### config.mk
export PLATFORM = sky130hd
export DESIGN_NAME = prime_number_generator
export DESIGN_NICKNAME = d
export VERILOG_FILES = /design/src/rtl/prime_number_generator.sv
export SDC_FILE = /design/constraint.sdc
export NUM_CORES = 1
export LEC_CHECK = 0
export CORE_MARGIN = 2
export CORE_UTILIZATION = 45
export DETAILED_ROUTE_END_ITERATION = 10
export GPL_ROUTABILITY_DRIVEN = 0
export SYNTH_ARGS = -nofsm -noshare
export SYNTH_HDL_FRONTEND = slang
export SYNTH_SLANG_ARGS = --single-unit
### constraint.sdc
create_clock -name clk -period 3.14 [get_ports clk]
set_clock_uncertainty 0.05 [all_clocks]
set_input_delay 0.628 -clock clk [delete_from_list [all_inputs] [get_ports clk]]
set_output_delay 0.628 -clock clk [all_outputs]
set_load 0.03 [all_outputs]
### src/rtl/prime_number_generator.sv
// prime_number_generator: streams every prime in [2, 2^WIDTH-1] in order.
// Define PRIME_GEN_COUNT_EN to add the prime_count output.
module prime_number_generator #(
    parameter int WIDTH = 4
) (
    input  logic             clk,
    input  logic             reset,
    input  logic             start,
    input  logic             ready,
    output logic [WIDTH-1:0] prime_out,
    output logic             valid,
    output logic             busy,
    output logic             done
`ifdef PRIME_GEN_COUNT_EN
    ,
    output logic [WIDTH-1:0] prime_count
`endif
);

    typedef enum logic [2:0] {
        IDLE,
        INIT,
        DIV,
        EMIT,
        DONE
    } state_t;

    localparam logic [WIDTH-1:0] MAX = {WIDTH{1'b1}};
    localparam logic [WIDTH-1:0] ONE = WIDTH'(1);
    localparam logic [WIDTH-1:0] TWO = WIDTH'(2);

    state_t state;
    state_t state_nxt;

    logic [WIDTH-1:0]   cand;
    logic [WIDTH-1:0]   d;
    logic [WIDTH-1:0]   rem;
    logic [2*WIDTH-1:0] d_wide;
    logic [2*WIDTH-1:0] cand_wide;
    logic [2*WIDTH-1:0] d_sq;
    logic               is_prime;
    logic               rem_zero;
    logic               rem_lt;
    logic               at_max;
    logic               start_ok;

    // Divisor square is formed at double width so it never overflows.
    assign d_wide    = {{WIDTH{1'b0}}, d};
    assign cand_wide = {{WIDTH{1'b0}}, cand};
    assign d_sq      = d_wide * d_wide;
    assign is_prime  = d_sq > cand_wide;
    assign rem_zero  = rem == '0;
    assign rem_lt    = rem < d;
    assign at_max    = cand == MAX;
    assign start_ok  = start && (state == IDLE || state == DONE);

    // State register
    always_ff @(posedge clk or posedge reset) begin
        if (reset) begin
            state <= IDLE;
        end else begin
            state <= state_nxt;
        end
    end

    // Next-state logic; the composite step goes straight to INIT or DONE
    always_comb begin
        state_nxt = state;
        unique case (state)
            IDLE: if (start) state_nxt = INIT;
            INIT: state_nxt = DIV;
            DIV: begin
                if (is_prime) begin
                    state_nxt = EMIT;
                end else if (rem_zero) begin
                    state_nxt = at_max ? DONE : INIT;
                end
            end
            EMIT: if (ready) state_nxt = at_max ? DONE : INIT;
            DONE: if (start) state_nxt = INIT;
            default: state_nxt = IDLE;
        endcase
    end

    // Status outputs decoded from state
    always_comb begin
        valid = 1'b0;
        busy  = 1'b0;
        done  = 1'b0;
        unique case (state)
            INIT: busy = 1'b1;
            DIV:  busy = 1'b1;
            EMIT: begin
                busy  = 1'b1;
                valid = 1'b1;
            end
            DONE: done = 1'b1;
            default: ;
        endcase
    end

    // Trial division by repeated subtraction
    always_ff @(posedge clk or posedge reset) begin
        if (reset) begin
            cand      <= '0;
            d         <= '0;
            rem       <= '0;
            prime_out <= '0;
        end else begin
            unique case (state)
                IDLE, DONE: if (start) cand <= TWO;
                INIT: begin
                    d   <= TWO;
                    rem <= cand;
                end
                DIV: begin
                    if (is_prime) begin
                        prime_out <= cand;
                    end else if (rem_zero) begin
                        if (!at_max) cand <= cand + ONE;
                    end else if (rem_lt) begin
                        d   <= d + ONE;
                        rem <= cand;
                    end else begin
                        rem <= rem - d;
                    end
                end
                EMIT: if (ready && !at_max) cand <= cand + ONE;
                default: ;
            endcase
        end
    end

`ifdef PRIME_GEN_COUNT_EN
    // Count accepted primes; an accepted start begins a new tally
    always_ff @(posedge clk or posedge reset) begin
        if (reset) begin
            prime_count <= '0;
        end else if (start_ok) begin
            prime_count <= '0;
        end else if (valid && ready) begin
            prime_count <= prime_count + ONE;
        end
    end
`else
    logic unused_start_ok;
    assign unused_start_ok = start_ok;
`endif

endmodule

==> results.md <==
* Crit Path Class: flop to flop
* Clock Sinks at 19
* I/O pin total at 11
* Minimum clock period at 2.63 ns
* Bufs on Longest Clock Path at 2
* Sequential area share after synthesis at 37.0%
* Antenna viol nets, final at 0
* Hold-fix buffer count after cts at 0
* Die X at 57.4 um
* Clock-pin slew on the worst setup and hold paths at 0.11 ns
* GRT Total Usage at 18.0%
* HPWL after DPL at ~2100 um
* DR pass1 iterations at 4
* Post-layout util at around 53%
* Hold Vio Cnt, Final at 0
* Gr ovfl total at 0
* Status: complete, no violations
* Crit-path most repeated cell: ha_1
* Worst EP arrival at 2.81 ns
* Peak supply drop at 0.000592 V
* Die footprint at 3300 um2
* Pin count of the biggest net entering global routing at 20
* Total wire length at 2580 um
* CTS Buf Count at 3
* Syn Std Cell Area at 1280 um2
* Setup TNS at 0 ns
* First-pass GRT wire length at 4690 um
* CP max-delay cell: dfrtp_1
* Final Non-Filler Cells at 175
* Critical Path Sink Type: flop
* Max_slew headroom at 51.6%
* Final #Nets at about 160
* CTS tree: done
* Post-Syn Area per Cell at 9.80 um2
* Worst slew pin tran at 0.725 ns
* RSZ-0062 raised after global routing: false
* Vias per cell at approximately 5.7
* Maximum fanout along the worst path at 7
* # port buffers at 10
* CP top delay family: compound AO/OA/AOI/OAI gates
* Latest clock arrival within the worst-skew pair at around 0.29 ns
* Final Max Tran Viols at 0
* Core area at 2730 um2
* Drt initial violations at 34
* Routed via count at 1001
* WP data required at approximately 3.3 ns
* H-Tree Level Count at 1
* CTS root buffer: clkbuf_4
* Worst hold path class: flop to flop
* Cts repair resizes at 0
* Synth cell types at 39
* Setup repair bufs after CTS at 0
* Largest stage delay, worst path at roughly 0.47 ns
* Synth Register Bits at 19
* Crit. Startpoint: d[0]$_DFFE_PP0P_
* Area of the multi-input gates at 748 um2
* Number of synthesized flops with an enable pin at 0
* Starting Density at between 40% and 50%
* Synth warn at 0
* FF/Latch Area at 475 um2
* P&R area growth vs syn at 12.6%
* Period utilisation layout at 83.7%
* # rows at 19
* Post-Syn Instances at 131
* Reg-to-reg startpoint: d[0]$_DFFE_PP0P_
* Max Fclk at 381 MHz
* Hold_sp: prime_out[0]$_DFFE_PP0P_
* Diode count at 0
* Share of cells above drive strength 1 at 9.03%
* Bufs and invs on worst path at 0
* Post-synth ARST share at 100%
* Vias in the first global route at 1000
* CP startpoint kind: flop
* Final setup fails at 0
* Post-synth top flop: dfrtp_1
* Drt wl/cell at 14.7 um
* LEAKAGE at 0.654 nW
* Fill count at between 200 and 300
* PD cells at 1020 nW/um2
* DR DRC count at 0
* Dpl cell area at 1420 um2
* Post-Syn Nets at 147
* Max_cap viols at 0
* Crit-path cells: ha_1 -> xnor2_1 -> ha_1 -> a2111oi_4 -> o21ai_2 -> a311o_1 -> or3_1 -> a21boi_1
* Die span in y at 57.4 um
* Placed Cells at 171
* Final Cell Area at 1450 um2
* Initial antenna violation count at 0
## routing by layer
metal  GRT usage, %  up-vias  wire length (um)
li1               -      495                 -
met1           24.8      481              1250
met2           29.9       19              1220
met3           2.27        6                72
met4           4.98        0                34
met5              0        -                 0
## state kept, by name, summed over array words and instances (netlist names)
register	cells
cand	4
d	4
prime_out	4
rem	4
state	3
## synth_stat cells, types with 2 or more instances
library cell  count  area (um2)
a21oi_1           3        15.0
a31oi_1           3        18.8
and2_1            2        12.5
and3_1            2        12.5
dfrtp_1          19         475
ha_1             11         138
inv_1            15        56.3
mux2_2            2        22.5
mux2i_1           5        50.1
nand2_1          13        48.8
nand3_1           4        20.0
nand3b_1          3        22.5
nand4_1           2        12.5
nor2_1            7        26.3
nor2b_1           2        12.5
o211ai_1          3        22.5
o21ai_0           9        45.0
o31ai_1           3        22.5
or3_1             2        12.5
xnor2_1           2        17.5
## through the flow
stage	setup slack, ns	hold slack (ns)	total power [W]
2_1_floorplan	0.695	0.467	0.00113
5_1_grt	0.322	0.474	0.00162
3_5_place_dp	0.548	0.422	0.00135
6_report	0.512	0.438	0.00147
4_1_cts	0.523	0.448	0.00148
3_3_place_gp	0.592	0.417	0.00134
## power by group
part,leakage [nW],switching [W],total [W],internal [W]
clock,0.0150,0.0000774,0.000127,0.0000494
sequential,0.238,0.0000948,0.000424,0.000329
combinational,0.401,0.000522,0.000920,0.000398
total,0.654,0.000695,0.00147,0.000776
## area by class of cell
cell class	instances	area share, %
repair buffers	10	6.93
inverters	15	3.90
well taps	31	2.68
clock buffers	4	1.82
flip-flops and latches	19	32.9
multi-input cells	96	51.8
## worst min-delay path: stages (launching register included)
cell and delay (ns):
dfrtp_1 0.36, nand2_1 0.04, o21ai_0 0.06
## cells by family (layout without fill, tap and decap cells)
family / Yosys count / after routing / share of synthesized area [%]
simple gates: 41 / 41 / 18.7
mux: 8 / 8 / 6.72
fa+ha+maj: 12 / 12 / 12.3
flops: 19 / 19 / 37.0
xor+xnor: 3 / 3 / 2.05
buf+inv: 16 / 29 / 4.68
compound gates: 32 / 32 / 18.5
## cells in the final DEF (no fill, tap or decap), types with 2 or more instances in the layout
master / n
dfrtp_1: 19
inv_1: 15
nand2_1: 13
ha_1: 11
clkdlybuf4s50_1: 10
o21ai_0: 9
nor2_1: 7
mux2i_1: 5
nand3_1: 4
nand3b_1: 3
a31oi_1: 3
o31ai_1: 3
o211ai_1: 3
a21oi_1: 3
clkbuf_4: 3
and2_1: 2
nor2b_1: 2
nand4_1: 2
or3_1: 2
mux2_2: 2
xnor2_1: 2
and3_1: 2
## path summary, 6_finish.rpt
path	endpoint	slack, ns	cells past startpoint
max	cand[3]$_DFFE_PP0P_	0.51	8
min	prime_out[0]$_DFFE_PP0P_	0.44	2
max reg2reg	cand[3]$_DFFE_PP0P_	0.51	8
min reg2reg	prime_out[0]$_DFFE_PP0P_	0.44	2
max in group asynchronous	rem[1]$_DFFE_PP0P_	1.90	2
min in group asynchronous	prime_out[0]$_DFFE_PP0P_	0.69	2
(Power assumes the default switching activity.)
